`src/rtl/game_pkg.sv`:
```
// Command codes and button indices shared by the input front end and the 2048 board engine.
package game_pkg;

    localparam int unsigned CMD_W = 3;
    localparam int unsigned BTN_W = 5;
    localparam int unsigned REP_W = 8;

    localparam logic [CMD_W-1:0] CMD_NONE     = 3'd0;
    localparam logic [CMD_W-1:0] CMD_UP       = 3'd1;
    localparam logic [CMD_W-1:0] CMD_DOWN     = 3'd2;
    localparam logic [CMD_W-1:0] CMD_LEFT     = 3'd3;
    localparam logic [CMD_W-1:0] CMD_RIGHT    = 3'd4;
    localparam logic [CMD_W-1:0] CMD_NEW_GAME = 3'd5;

    localparam int unsigned BTN_RIGHT = 0;
    localparam int unsigned BTN_LEFT  = 1;
    localparam int unsigned BTN_DOWN  = 2;
    localparam int unsigned BTN_UP    = 3;
    localparam int unsigned BTN_START = 4;

    typedef logic [BTN_W-1:0] btn_t;

    // Highest-priority new press wins: start > up > down > left > right.
    function automatic logic [CMD_W-1:0] pick_cmd(input btn_t rise);
        logic [CMD_W-1:0] cmd;
        cmd = CMD_NONE;
        if (rise[BTN_START]) begin
            cmd = CMD_NEW_GAME;
        end else if (rise[BTN_UP]) begin
            cmd = CMD_UP;
        end else if (rise[BTN_DOWN]) begin
            cmd = CMD_DOWN;
        end else if (rise[BTN_LEFT]) begin
            cmd = CMD_LEFT;
        end else if (rise[BTN_RIGHT]) begin
            cmd = CMD_RIGHT;
        end
        return cmd;
    endfunction

    function automatic logic dir_held(input logic [CMD_W-1:0] dir, input btn_t btn);
        logic held;
        held = 1'b0;
        case (dir)
            CMD_UP:    held = btn[BTN_UP];
            CMD_DOWN:  held = btn[BTN_DOWN];
            CMD_LEFT:  held = btn[BTN_LEFT];
            CMD_RIGHT: held = btn[BTN_RIGHT];
            default:   held = 1'b0;
        endcase
        return held;
    endfunction

endpackage

```
`src/rtl/cmd_fifo.sv`:
```
// First-word-fall-through command queue with a registered head and a registered overflow pulse.
module cmd_fifo #(
    parameter int unsigned WIDTH = 3,
    parameter int unsigned DEPTH = 4
) (
    input  logic             clk,
    input  logic             rst_n,
    input  logic             push_i,
    input  logic [WIDTH-1:0] push_data_i,
    input  logic             pop_i,
    output logic             valid_o,
    output logic [WIDTH-1:0] head_o,
    output logic             overflow_o
);

    localparam int unsigned AW = (DEPTH > 1) ? $clog2(DEPTH) : 1;
    localparam int unsigned PW = AW + 1;

    logic [PW-1:0]    wr_q, wr_d;
    logic [PW-1:0]    rd_q, rd_d;
    logic [PW-1:0]    count_q, count_d;
    logic [WIDTH-1:0] head_q, head_d;
    logic             valid_q, valid_d;
    logic             ovf_q, ovf_d;
    logic [WIDTH-1:0] mem_q [DEPTH];

    logic full_c, empty_c, do_push_c, do_pop_c;

    assign empty_c   = (count_q == '0);
    assign full_c    = (wr_q[AW] != rd_q[AW]) && (wr_q[AW-1:0] == rd_q[AW-1:0]);
    assign do_pop_c  = pop_i && !empty_c;
    // A pop on the same edge frees the slot, so a push into a full queue still lands.
    assign do_push_c = push_i && (!full_c || do_pop_c);

    always_comb begin
        wr_d    = wr_q + PW'(do_push_c);
        rd_d    = rd_q + PW'(do_pop_c);
        count_d = count_q + PW'(do_push_c) - PW'(do_pop_c);
        ovf_d   = push_i && full_c && !do_pop_c;
        valid_d = (count_d != '0);
        head_d  = '0;
        // Next head is either the entry being written this edge or one already stored.
        if (count_d != '0) begin
            if (do_push_c && (wr_q[AW-1:0] == rd_d[AW-1:0])) begin
                head_d = push_data_i;
            end else begin
                head_d = mem_q[rd_d[AW-1:0]];
            end
        end
    end

    always_ff @(posedge clk) begin
        if (!rst_n) begin
            wr_q    <= '0;
            rd_q    <= '0;
            count_q <= '0;
            head_q  <= '0;
            valid_q <= 1'b0;
            ovf_q   <= 1'b0;
        end else begin
            wr_q    <= wr_d;
            rd_q    <= rd_d;
            count_q <= count_d;
            head_q  <= head_d;
            valid_q <= valid_d;
            ovf_q   <= ovf_d;
        end
    end

    always_ff @(posedge clk) begin
        if (do_push_c) begin
            mem_q[wr_q[AW-1:0]] <= push_data_i;
        end
    end

    assign valid_o    = valid_q;
    assign head_o     = head_q;
    assign overflow_o = ovf_q;

endmodule

```
`src/rtl/move_cmd_queue.sv`:
```
// Per-frame button sampling, press detection, priority pick and auto-repeat feeding a command queue.
module move_cmd_queue
    import game_pkg::*;
#(
    parameter int unsigned DEPTH         = 4,
    parameter int unsigned REPEAT_FRAMES = 20
) (
    input  logic       clk,
    input  logic       rst_n,
    input  logic       frame_tick,
    input  logic       is_present,
    input  logic       up,
    input  logic       down,
    input  logic       left,
    input  logic       right,
    input  logic       start,
    output logic       cmd_valid,
    output logic [2:0] cmd_code,
    input  logic       cmd_ready,
    output logic       overflow
);

    localparam logic [REP_W-1:0] REP_LAST = REP_W'(REPEAT_FRAMES - 1);
    localparam bit               REP_EN   = (REPEAT_FRAMES != 0);

    btn_t             btn_c, rise_c;
    btn_t             btn_prev_q, btn_prev_d;
    logic [CMD_W-1:0] rep_dir_q, rep_dir_d;
    logic [REP_W-1:0] rep_cnt_q, rep_cnt_d;
    logic [CMD_W-1:0] sel_c;
    logic             push_c;
    logic [CMD_W-1:0] push_code_c;

    // A disconnected controller reads as all buttons released.
    assign btn_c  = {start, up, down, left, right} & {BTN_W{is_present}};
    assign rise_c = btn_c & ~btn_prev_q;
    assign sel_c  = pick_cmd(rise_c);

    always_comb begin
        btn_prev_d  = btn_prev_q;
        rep_dir_d   = rep_dir_q;
        rep_cnt_d   = rep_cnt_q;
        push_c      = 1'b0;
        push_code_c = CMD_NONE;
        if (frame_tick) begin
            btn_prev_d = btn_c;
            if (rise_c != '0) begin
                push_c      = 1'b1;
                push_code_c = sel_c;
                rep_dir_d   = (sel_c == CMD_NEW_GAME) ? CMD_NONE : sel_c;
                rep_cnt_d   = '0;
            end else if (rep_dir_q != CMD_NONE) begin
                if (!dir_held(rep_dir_q, btn_c)) begin
                    rep_dir_d = CMD_NONE;
                    rep_cnt_d = '0;
                end else if (REP_EN) begin
                    if (rep_cnt_q == REP_LAST) begin
                        push_c      = 1'b1;
                        push_code_c = rep_dir_q;
                        rep_cnt_d   = '0;
                    end else begin
                        rep_cnt_d = rep_cnt_q + REP_W'(1);
                    end
                end
            end
        end
    end

    always_ff @(posedge clk) begin
        if (!rst_n) begin
            btn_prev_q <= '0;
            rep_dir_q  <= CMD_NONE;
            rep_cnt_q  <= '0;
        end else begin
            btn_prev_q <= btn_prev_d;
            rep_dir_q  <= rep_dir_d;
            rep_cnt_q  <= rep_cnt_d;
        end
    end

    cmd_fifo #(
        .WIDTH (CMD_W),
        .DEPTH (DEPTH)
    ) u_fifo (
        .clk         (clk),
        .rst_n       (rst_n),
        .push_i      (push_c),
        .push_data_i (push_code_c),
        .pop_i       (cmd_ready),
        .valid_o     (cmd_valid),
        .head_o      (cmd_code),
        .overflow_o  (overflow)
    );

endmodule
```
`config.mk`:
```
export PLATFORM = sky130hd
export DESIGN_NAME = move_cmd_queue
export DESIGN_NICKNAME = d
export VERILOG_FILES = /design/src/rtl/game_pkg.sv /design/src/rtl/cmd_fifo.sv /design/src/rtl/move_cmd_queue.sv
export SDC_FILE = /design/constraint.sdc
export NUM_CORES = 1
export LEC_CHECK = 0
export CAP_MARGIN = 20
export CORE_MARGIN = 1.5
export CORE_UTILIZATION = 30
export CTS_BUF_LIST = sky130_fd_sc_hd__clkbuf_4 sky130_fd_sc_hd__clkbuf_8
export CTS_CLUSTER_DIAMETER = 50
export DETAILED_ROUTE_END_ITERATION = 8
export DONT_BUFFER_PORTS = 1
export GPL_TIMING_DRIVEN = 0
export PLACE_DENSITY = 0.53
export SETUP_SLACK_MARGIN = 0.2
export SLEW_MARGIN = 20
export SYNTH_ARGS = -nofsm -noshare
export SYNTH_HDL_FRONTEND = slang
export SYNTH_SLANG_ARGS = --single-unit
```
`constraint.sdc`:
```
create_clock -name clk -period 3.9 [get_ports clk]
set_input_delay 0.39 -clock clk [delete_from_list [all_inputs] [get_ports clk]]
set_output_delay 0.39 -clock clk [all_outputs]
set_load 0.02 [all_outputs]
```
==> run_results.csv <==
group,metric,value,unit
floorplan,num_rows,30,
critical_path,cp-start-kind,"flip-flop",
clock_network,worstSkewPairLatency,0.30,ns
run,cap_viol_max_count,0,
critical_path,worst-setup-path-type,"flip-flop to flip-flop",
critical_path,crit_fanout,7,
clock_network,clock_path_buffers,2,
place,place_ws,0.323,ns
synth,netlist_area,2100,um^2
critical_path,required,4.14,ns
critical_path,slowest_stage,"o41ai_4",
synth,synthFlopType,"dfxtp_1",
critical_path,crit_path_max_incr_delay,0.46,ns
synth,synth_fp_nets,223,
timing,fmax,301,MHz
critical_path,cp-end-kind,"flip-flop",
floorplan,core-area,6790,um^2
pwr,p_leak,0.809,nW
critical_path,cp_data_arrival_time,3.56,ns
place,io_buffers,0,
timing,slew_headroom,0.514,
synth,yosys_warnings,0,
clock_network,clk_pin_slew,0.09,ns
floorplan,fp.dieH,86.7,um
drt,routed_wl,4330,um
critical_path,cpMostUsedCell,"xnor2_1",
clock_network,cts_htree_levels,2,
clock_network,clock-sinks,42,
drt,vias_per_cell,4.95,
place,dp_hpwl,3180,um
drt,drc,0,
synth,ys_types,51,
drt,drt_iter0_markers,54,
critical_path,reg2reg_depth,12,
worst_hold_path,hold_path.class,"primary input to flip-flop",
finish,syn2layout_area_growth,11.7,%
timing,setup_ws,0.580,ns
synth,ys_ff_latch,42,
clock_network,clock-root-buffer,"clkbuf_8",
clock_network,cts_tree,"built",
drt,wl_per_cell,13.9,um
pwr,ir_worst_vdd,0.136,mV
critical_path,critical-path-top-delay-family,"compound AO/OA/AOI/OAI gates",
finish,seqCellArea,961,um^2
synth,ys_seq_area_frac,0.457,
clock_network,cts_buffers,5,
worst_hold_path,holdPathEnd,"rep_cnt_q[6]",
floorplan,initial_core_util,0.309,
global_routing,antenna_found_initial,0,
drt,firstDrtPassIters,4,
global_routing,grt_pass1_wl,7170,um
critical_path,r2r_slack,0.58,ns
critical_path,cp_cell_sequence,"and2b_1, o41ai_4, nand2_1, o211ai_1, inv_1, ha_1, fa_1, xnor2_1, xnor2_1, o31a_1, o2111ai_1, mux2i_1",
timing,setup_tns,0,ns
finish,nets,232,
timing,finalHoldViolCount,0,
critical_path,timing.rr.end,"u_fifo.head_o[1]",
critical_path,reg2reg_from,"btn_prev_q[2]",
global_routing,grt_use_total,0.125,
worst_hold_path,hold_depth,2,
critical_path,crit_buf_inv,1,
timing,worst_pin_slew,0.711,ns
floorplan,die_area,7520,um^2
timing,setup_viol,0,
floorplan,chipWidth,86.7,um
synth,syn_avg_cell_area,10.3,um^2
global_routing,grt_pass1_vias,1431,
finish,nFillCells,693,
place,gp_congestion,0.793,
synth,syn_inst,205,
synth,async_reset_ff_frac,0,
timing,rsz0062_at_grt,"no",
outcome,outcome,"finished clean",
timing,finalCriticalPeriod,3.32,ns
worst_hold_path,worstHoldStart,"rst_n",
finish,diodes,0,
drt,ant_nets,0,
timing,skew,0.00842,ns
pwr,power-per-cell-area,489,nW/um^2
timing,report.final.slew_viol_count,0,
global_routing,globalRouteOverflowTotal,0,
global_routing,grt_max_degree,16,
timing,fin_crit_sh,0.851,
floorplan,boundaryPins,15,
finish,drive_gt1_frac,0.102,
finish,multi_input_area,1100,um^2
drt,via_count,1540,
synth,synth-edff-count,12,
[final cells by class]
| cell class | count | area share |
|---|---|---|
| multi-input combinational | 149 | 0.467 |
| sequential | 42 | 0.409 |
| tap | 96 | 0.0512 |
| clock buffer | 5 | 0.0293 |
| buffer | 6 | 0.0128 |
| inverter | 8 | 0.0128 |
| clock inverter | 3 | 0.0107 |
| timing repair buffer | 2 | 0.00640 |
[worst max path at each step]
stage,start,to,slack [ns],cells past startpoint
floorplan,up,u_fifo.head_o[1],0.85,12
global placement,down,u_fifo.head_o[1],0.30,12
detailed placement,down,u_fifo.head_o[1],0.32,12
CTS,btn_prev_q[2],u_fifo.head_o[1],0.33,12
global route,btn_prev_q[2],u_fifo.head_o[1],0.32,12
finish,btn_prev_q[2],u_fifo.head_o[1],0.58,12
[metrics by stage]
step,hold slack (ns),util,power (W),cells,area [um^2]
final,0.226,0.345,0.00115,311,2350
after global routing,0.220,0.345,0.00122,311,2350
after CTS,0.214,0.341,0.00116,309,2320
after detailed placement,0.464,0.327,0.000859,301,2220
after global placement,0.453,0.327,0.000858,301,2220
after floorplan,0.442,-,0.000798,205,2100
[registers in the layout, indices dropped and copies added (netlist names)]
name,flops
u_fifo.rd_q,3
rep_dir_q,3
u_fifo.count_q,3
u_fifo.valid_o,1
u_fifo.mem_q,12
rep_cnt_q,8
u_fifo.head_o,3
u_fifo.overflow_o,1
u_fifo.wr_q,3
btn_prev_q,5
[logic make-up (layout without fill, tap and decap cells)]
logic type	after synthesis	in the layout	synth area share
and+or+nand+nor	81	81	0.218
AOI/OAI and AO/OA	38	38	0.129
muxes	9	9	0.0613
xor gates and xnor gates	13	13	0.0542
buffers and inverters	14	24	0.0286
adders and majority gates	8	8	0.0512
DFF	42	42	0.457
[power by group]
part / switching (W) / total (W) / internal (W)
registers: 0.0000433 / 0.000538 / 0.000495
logic: 0.000160 / 0.000312 / 0.000153
clock network: 0.000169 / 0.000298 / 0.000129
[Yosys cell counts (4+ instances only)]
library cell | n | share of area
nand2b_1 | 6 | 0.018
clkbuf_1 | 4 | 0.0071
edfxtp_1 | 12 | 0.17
xnor2_1 | 10 | 0.042
dfxtp_1 | 30 | 0.29
inv_1 | 8 | 0.014
a21oi_1 | 11 | 0.026
nor3_1 | 8 | 0.019
nor2_1 | 12 | 0.021
ha_1 | 7 | 0.042
nand3_1 | 7 | 0.017
and2_1 | 8 | 0.024
nand2_1 | 14 | 0.025
o21ai_0 | 6 | 0.014
mux2i_1 | 5 | 0.024
[cell usage in the layout (no fill, tap or decap), types with 2 or more instances in the layout]
cell      Yosys  layout
nor3b_1       2       2
clkbuf_1      4       4
xnor2_1      10      10
nand2b_1      6       6
xor2_1        3       3
nand2_1      14      14
nor3_1        8       8
dfxtp_1      30      30
and3_1        3       3
mux2i_1       5       5
inv_1         8       8
a211oi_2      1       2
buf_4         0       2
nand3_1       7       7
nor4_1        3       3
a21oi_1      11      11
nand4_1       3       3
clkbuf_8      0       5
nor2_1       12      12
o21a_1        3       3
edfxtp_1     12      12
o21ai_0       6       6
o31a_1        2       2
nor2b_1       3       3
o211ai_1      2       2
nor4bb_1      2       2
o31ai_1       2       2
ha_1          7       7
nand3b_1      3       3
and2_1        8       8
mux4_2        3       3
[routing by layer]
metal | vias up | GRT usage | wire length (um)
met4 | 0 | 0.0484 | 73
met5 | - | 0 | 0
met3 | 7 | 0.0305 | 183
met2 | 30 | 0.193 | 1970
li1 | 769 | - | -
met1 | 734 | 0.167 | 2110
[what timing repair did]
item | CTS | global route
hold buffers | 0 | 0
resized for setup | 0 | 2
buffers inserted | 0 | 2
endpoints found under the setup margin | 0 | 3
Power figures use the tool's default switching activity.
